## config.mk

```make
export PLATFORM = sky130hd
export DESIGN_NAME = uart_tx_arb_flat
export DESIGN_NICKNAME = d
export VERILOG_FILES = /design/src/rtl/uart_tx_arb_if.sv /design/src/rtl/uart_tx_arb.sv /design/src/flat_wrapper.sv
export SDC_FILE = /design/constraint.sdc
export NUM_CORES = 1
export LEC_CHECK = 0
export ABC_AREA = 1
export ABC_CLOCK_PERIOD_IN_PS = 2000
export CORE_ASPECT_RATIO = 1.75
export CORE_MARGIN = 2
export CORE_UTILIZATION = 46
export CTS_CLUSTER_SIZE = 10
export DETAILED_ROUTE_END_ITERATION = 10
export GPL_ROUTABILITY_DRIVEN = 0
export PLACE_DENSITY_LB_ADDON = 0.05
export SETUP_SLACK_MARGIN = 0.05
export SYNTH_ARGS = -nofsm -noshare
export SYNTH_HDL_FRONTEND = slang
export SYNTH_SLANG_ARGS = --single-unit
```

## constraint.sdc

```tcl
create_clock -name clk -period 2 [get_ports clk]
set_input_delay 0.6 -clock clk [delete_from_list [all_inputs] [get_ports clk]]
set_output_delay 0.6 -clock clk [all_outputs]
set_load 0.03 [all_outputs]
```

## src/rtl/uart_tx_arb_if.sv

```systemverilog
// Two-requester UART transmit arbiter bundle: requester push ports, transmitter
// side signals, and observation of the arbiter FSM state and FIFO fill levels.
interface uart_tx_arb_if #(
  parameter int DATA_WIDTH = 8,
  parameter int FIFO_DEPTH = 4
);
  logic [DATA_WIDTH-1:0]       req0_data;
  logic                        req0_valid;
  logic                        req0_ready;
  logic [DATA_WIDTH-1:0]       req1_data;
  logic                        req1_valid;
  logic                        req1_ready;
  logic                        tx_busy;
  logic [DATA_WIDTH-1:0]       tx_p_data;
  logic                        tx_data_valid;
  logic                        grant_id;
  logic                        frame_active;
  logic [1:0]                  dbg_state;
  logic [$clog2(FIFO_DEPTH):0] count0;
  logic [$clog2(FIFO_DEPTH):0] count1;

  modport slave (
    input  req0_data, req0_valid, req1_data, req1_valid, tx_busy,
    output req0_ready, req1_ready, tx_p_data, tx_data_valid, grant_id,
           frame_active, dbg_state, count0, count1
  );

  modport master (
    output req0_data, req0_valid, req1_data, req1_valid, tx_busy,
    input  req0_ready, req1_ready, tx_p_data, tx_data_valid, grant_id,
           frame_active, dbg_state, count0, count1
  );
endinterface

```

## src/rtl/uart_tx_arb.sv

```systemverilog
// Round-robin arbiter feeding one UART transmitter from two per-requester FIFOs,
// launching one character at a time and tracking the transmitter busy handshake.
module uart_tx_arb #(
  parameter int DATA_WIDTH = 8,
  parameter int FIFO_DEPTH = 4
) (
  input  logic          clk,
  input  logic          rst_n,
  uart_tx_arb_if.slave  bus
);
  localparam int PW = $clog2(FIFO_DEPTH);
  localparam int CW = PW + 1;
  localparam logic [CW-1:0] DEPTH_C = CW'(FIFO_DEPTH);

  typedef enum logic [1:0] {
    IDLE      = 2'd0,
    LAUNCH    = 2'd1,
    WAIT_BUSY = 2'd2,
    WAIT_DONE = 2'd3
  } state_t;

  state_t state, state_next;

  logic [DATA_WIDTH-1:0] mem0 [FIFO_DEPTH];
  logic [DATA_WIDTH-1:0] mem1 [FIFO_DEPTH];
  logic [PW-1:0]         wr0, rd0, wr1, rd1;
  logic [CW-1:0]         cnt0, cnt1, cnt0_next, cnt1_next;
  logic                  ready0, ready1;
  logic                  push0, push1, pop0, pop1;
  logic                  sel;
  logic                  grant;
  logic                  valid_q;
  logic [DATA_WIDTH-1:0] data_q;

  // A character is transferred on every edge where valid and ready are both
  // high; ready is registered and never depends on valid in the same cycle.
  assign push0 = bus.req0_valid & ready0;
  assign push1 = bus.req1_valid & ready1;

  always_comb begin
    state_next = state;
    pop0       = 1'b0;
    pop1       = 1'b0;
    sel        = grant;
    case (state)
      IDLE: begin
        if (!bus.tx_busy && (cnt0 != '0 || cnt1 != '0)) begin
          state_next = LAUNCH;
          // With both pending, the requester that did not go last wins.
          if (cnt0 != '0 && cnt1 != '0) sel = ~grant;
          else                          sel = (cnt0 == '0);
          pop0 = ~sel;
          pop1 = sel;
        end
      end
      LAUNCH:    state_next = WAIT_BUSY;
      WAIT_BUSY: if (bus.tx_busy)  state_next = WAIT_DONE;
      WAIT_DONE: if (!bus.tx_busy) state_next = IDLE;
      default:   state_next = IDLE;
    endcase
  end

  assign cnt0_next = cnt0 + CW'(push0) - CW'(pop0);
  assign cnt1_next = cnt1 + CW'(push1) - CW'(pop1);

  always_ff @(posedge clk or negedge rst_n) begin
    if (!rst_n) state <= IDLE;
    else        state <= state_next;
  end

  always_ff @(posedge clk or negedge rst_n) begin
    if (!rst_n) begin
      wr0    <= '0;
      rd0    <= '0;
      wr1    <= '0;
      rd1    <= '0;
      cnt0   <= '0;
      cnt1   <= '0;
      ready0 <= 1'b0;
      ready1 <= 1'b0;
    end else begin
      if (push0) begin
        mem0[wr0] <= bus.req0_data;
        wr0       <= wr0 + PW'(1);
      end
      if (push1) begin
        mem1[wr1] <= bus.req1_data;
        wr1       <= wr1 + PW'(1);
      end
      if (pop0) rd0 <= rd0 + PW'(1);
      if (pop1) rd1 <= rd1 + PW'(1);
      cnt0   <= cnt0_next;
      cnt1   <= cnt1_next;
      ready0 <= (cnt0_next < DEPTH_C);
      ready1 <= (cnt1_next < DEPTH_C);
    end
  end

  always_ff @(posedge clk or negedge rst_n) begin
    if (!rst_n) begin
      data_q  <= '0;
      grant   <= 1'b1;
      valid_q <= 1'b0;
    end else begin
      valid_q <= (state_next == LAUNCH);
      if (pop0 || pop1) begin
        data_q <= sel ? mem1[rd1] : mem0[rd0];
        grant  <= sel;
      end
    end
  end

  assign bus.req0_ready    = ready0;
  assign bus.req1_ready    = ready1;
  assign bus.tx_p_data     = data_q;
  assign bus.tx_data_valid = valid_q;
  assign bus.grant_id      = grant;
  assign bus.frame_active  = (state != IDLE);
  assign bus.dbg_state     = state;
  assign bus.count0        = cnt0;
  assign bus.count1        = cnt1;
endmodule

```

## src/flat_wrapper.sv

```systemverilog
// flat-port wrapper written by rule: the top's interface ports become plain ports
module uart_tx_arb_flat 
#(
  parameter int DATA_WIDTH = 8,
  parameter int FIFO_DEPTH = 4
)
  (clk, rst_n, bus_req0_data, bus_req0_valid, bus_req1_data, bus_req1_valid, bus_tx_busy, bus_req0_ready, bus_req1_ready, bus_tx_p_data, bus_tx_data_valid, bus_grant_id, bus_frame_active, bus_dbg_state, bus_count0, bus_count1);
  uart_tx_arb_if #(.DATA_WIDTH(DATA_WIDTH), .FIFO_DEPTH(FIFO_DEPTH)) bus_i ();
  input  logic clk;
  input  logic rst_n;
  input wire logic [$bits(bus_i.req0_data)-1:0] bus_req0_data;
  input wire logic [$bits(bus_i.req0_valid)-1:0] bus_req0_valid;
  input wire logic [$bits(bus_i.req1_data)-1:0] bus_req1_data;
  input wire logic [$bits(bus_i.req1_valid)-1:0] bus_req1_valid;
  input wire logic [$bits(bus_i.tx_busy)-1:0] bus_tx_busy;
  output wire logic [$bits(bus_i.req0_ready)-1:0] bus_req0_ready;
  output wire logic [$bits(bus_i.req1_ready)-1:0] bus_req1_ready;
  output wire logic [$bits(bus_i.tx_p_data)-1:0] bus_tx_p_data;
  output wire logic [$bits(bus_i.tx_data_valid)-1:0] bus_tx_data_valid;
  output wire logic [$bits(bus_i.grant_id)-1:0] bus_grant_id;
  output wire logic [$bits(bus_i.frame_active)-1:0] bus_frame_active;
  output wire logic [$bits(bus_i.dbg_state)-1:0] bus_dbg_state;
  output wire logic [$bits(bus_i.count0)-1:0] bus_count0;
  output wire logic [$bits(bus_i.count1)-1:0] bus_count1;
  assign bus_i.req0_data = bus_req0_data;
  assign bus_i.req0_valid = bus_req0_valid;
  assign bus_i.req1_data = bus_req1_data;
  assign bus_i.req1_valid = bus_req1_valid;
  assign bus_i.tx_busy = bus_tx_busy;
  assign bus_req0_ready = bus_i.req0_ready;
  assign bus_req1_ready = bus_i.req1_ready;
  assign bus_tx_p_data = bus_i.tx_p_data;
  assign bus_tx_data_valid = bus_i.tx_data_valid;
  assign bus_grant_id = bus_i.grant_id;
  assign bus_frame_active = bus_i.frame_active;
  assign bus_dbg_state = bus_i.dbg_state;
  assign bus_count0 = bus_i.count0;
  assign bus_count1 = bus_i.count1;
  uart_tx_arb #(.DATA_WIDTH(DATA_WIDTH), .FIFO_DEPTH(FIFO_DEPTH)) u_core (.clk(clk), .rst_n(rst_n), .bus(bus_i));
endmodule
```

==> impl_metrics.json <==
{
  "synth-seq-area-share": 0.6565,
  "layout.nets": 490,
  "start_util": 0.4670,
  "fp.dieArea_mm2": 0.009479,
  "startpoint": "u_core.bus.count0[0]",
  "ir_drop_mv": 0.7346,
  "worst_pin_slew_ns": 0.4977,
  "worstSkewPairLatency_ns": 0.34,
  "path_delay_family": "adder cells",
  "synth.cell_area_mm2": 0.003996,
  "slew_violations": 0,
  "maxCapViolations": 0,
  "cp.arrival_ns": 2.23,
  "detail-route-antenna-nets": 0,
  "p_int_mw": 4.814,
  "cp-end-kind": "flop",
  "via_per_inst": 4.646,
  "antenna_cells": 0,
  "whs_ns": 0.4831,
  "clkPwrFrac": 0.230,
  "relSlewSlack": 0.6678,
  "place_ws_ns": -0.5632,
  "critPathMaxFanout": 3,
  "fin_skew_ns": 0.005373,
  "die-width_um": 74.46,
  "core-area_mm2": 0.008558,
  "path_clk_slew_ns": 0.06,
  "p_comb_frac": 0.420,
  "post_drt_wl_per_cell_um": 13.42,
  "num_rows": 45,
  "cts_buffer_depth": 2,
  "crit_chain": "nor2_1 > nand2_1 > nand2_4 > inv_4 > nand2_4 > inv_4 > ha_4 > inv_2 > ha_4 > inv_2 > fa_2 > xor2_2 > inv_1",
  "ys_warn_count": 0,
  "seqPwrFrac": 0.350,
  "first_pass_iters": 4,
  "antenna_found_initial": 0,
  "cts_max_level": 3,
  "cellLeakagePower_nw": 2.323,
  "cts_tree": "done",
  "drive_above_1_share": 0.2370,
  "io_buffers": 41,
  "synth_cell_types": 23,
  "netSwitchingFraction": 0.3717,
  "timing.fmax_ghz": 0.4996,
  "p_per_area_mw_per_mm2": 1463,
  "drt-total-wl_um": 7746,
  "crit_slowest_cell": "dfrtp_2",
  "drt_iter0_markers": 113,
  "crit_path_max_incr_delay_ns": 0.42,
  "drc": 0,
  "hold_start": "u_core.bus.tx_p_data[2]",
  "syn_inst": 366,
  "finalWorstSetupSlack_ns": -0.001615,
  "cts-hold-fix-buffers": 0,
  "switching_power_mw": 2.848,
  "grt_overflow": 0,
  "violations": "setup timing",
  "worstSetupStartpointType": "flop",
  "syn_to_final_growth_pct": 31.03,
  "clock-sinks": 92,
  "regToRegStartpoint": "u_core.bus.count0[0]",
  "top_level_ports": 42,
  "layout_min_cycle_time_ns": 2.002,
  "grt_pass1_wl_um": 12560,
  "numCtsBuffers": 9,
  "setup_viol": 1,
  "hp-class": "flop to flop",
  "synth_area_per_cell_um2": 10.92,
  "grt_usage": 0.1805,
  "cts_root_buf": "clkbuf_16",
  "period_share": 1.001,
  "vias": 2681,
  "grt_max_degree": 25,
  "first_global_vias": 2685,
  "status": "finished, violations left",
  "final_core_util": 0.6118,
  "synth_nets": 401,
  "hpwlAfterDp_um": 5612,
  "critPathKind": "flop to flop",
  "worst-path-buf-inv": 5,
  "rsz0062_at_grt": "yes",
  "hold_viol": 0,
  "crit_required_ns": 2.22,
  "die_h_um": 127.3,
  "synth.ff_latch_count": 92
}
[Yosys cell counts, drive strengths merged]
master / count / area (um2)
a21oi: 4 / 23.77
clkinv: 2 / 7.510
dfstp: 1 / 26.28
o21ai: 8 / 40.04
fa: 2 / 40.04
ha: 12 / 150.1
dfrtp: 27 / 675.7
edfxtp: 64 / 1922
nor2: 19 / 90.09
nand3: 37 / 197.7
nand2: 131 / 519.2
buf: 9 / 76.32
inv: 42 / 157.6
xor2: 8 / 70.07
[registers in the layout, summed over array words and instances (netlist names)]
| name | cells |
|---|---|
| u_core.mem0 | 32 |
| u_core.mem1 | 32 |
| u_core.bus.tx_p_data | 8 |
| u_core.bus.count0 | 3 |
| u_core.bus.count1 | 3 |
| u_core.bus.dbg_state | 2 |
| u_core.rd0 | 2 |
| u_core.rd1 | 2 |
| u_core.wr0 | 2 |
| u_core.wr1 | 2 |
| u_core.bus.grant_id | 1 |
| u_core.bus.req0_ready | 1 |
| u_core.bus.req1_ready | 1 |
| u_core.bus.tx_data_valid | 1 |
[kinds of logic after synthesis]
family	share of synthesized area
adder cells (fa/ha/maj)	0.04759
flip-flops	0.6565
AO/OA/AOI/OAI	0.01597
buffers and inverters	0.06043
AND/OR/NAND/NOR	0.2019
XOR/XNOR	0.01753
[through the flow]
step                cells  setup TNS, ns  cell area (um2)  power [mW]
floorplan             366        -0.4753             4044       4.697
global placement      549         -6.048             4790       5.805
detailed placement    549         -6.533             4790       5.857
CTS                   574       -0.06587             5176       7.590
global route          577        -0.3772             5236       8.226
finish                577      -0.001615             5236       7.663
[placed cells by master (no fill, tap or decap), drive strengths merged]
cell type      synthesis  routed
o21ai                  8       8
dfrtp                 27      27
ha                    12      12
clkdlybuf4s50          0      19
fa                     2       2
buf                    9      47
nand2                131     131
clkdlybuf4s15          0       1
nand3                 37      37
clkbuf                 0      10
dlygate4sd2            0      20
inv                   42      42
nor2                  19      19
xor2                   8       8
clkinv                 2       4
bufinv                 0       2
edfxtp                64      64
dfstp                  1       1
clkinvlp               0       2
a21oi                  4       4
[power by group through the flow]
stage               Combinational (mW)  Clock (mW)  Sequential, mW
floorplan                         1.63           0            3.06
global placement                  3.09           0            2.71
detailed placement                3.14           0            2.72
CTS                               3.12        1.79            2.68
global route                      3.62        1.88            2.73
finish                            3.22        1.76            2.68
[timing repair]
item	CTS	global route
setup buffers	9	4
resized for setup	28	13
pin swaps	6	8
setup endpoints to repair	26	9
hold endpoints to repair	0	0
[area by class of cell]
class | count | area, um2
fill | 742 | 3322
clock buffer | 10 | 229.0
inverter | 44 | 172.7
timing repair buffer | 87 | 740.7
tap | 117 | 146.4
clock inverter | 6 | 88.84
multi-input combinational | 221 | 1225
sequential | 92 | 2634
[routing by layer]
metal / up-vias / global-route usage / routed length (um)
met1: 1272 / 0.1960 / 2900
met2: 42 / 0.3290 / 4450
met4: 0 / 0.07353 / 159
met5: - / 0 / 0
met3: 13 / 0.03707 / 236
li1: 1354 / - / -
[path summary, 6_finish.rpt]
path | cells past startpoint | endpoint | slack (ns)
min in group asynchronous | 2 | u_core.wr1[1] | 0.70
max in group asynchronous | 2 | u_core.bus.grant_id | 0.89
min | 2 | u_core.bus.tx_p_data[2] | 0.48
min reg2reg | 2 | u_core.bus.tx_p_data[2] | 0.48
max | 13 | u_core.bus.req0_ready | -0.002
max reg2reg | 13 | u_core.bus.req0_ready | -0.002
[worst reg2reg max path, delay by kind of cell (launching register included)]
family                   cells  cell delay (ns)
flip-flops                   1             0.42
XOR/XNOR                     1             0.15
adder cells (fa/ha/maj)      3             0.66
buffers and inverters        5             0.22
AND/OR/NAND/NOR              4             0.46
Note: power is estimated with default switching activity, not from simulation.
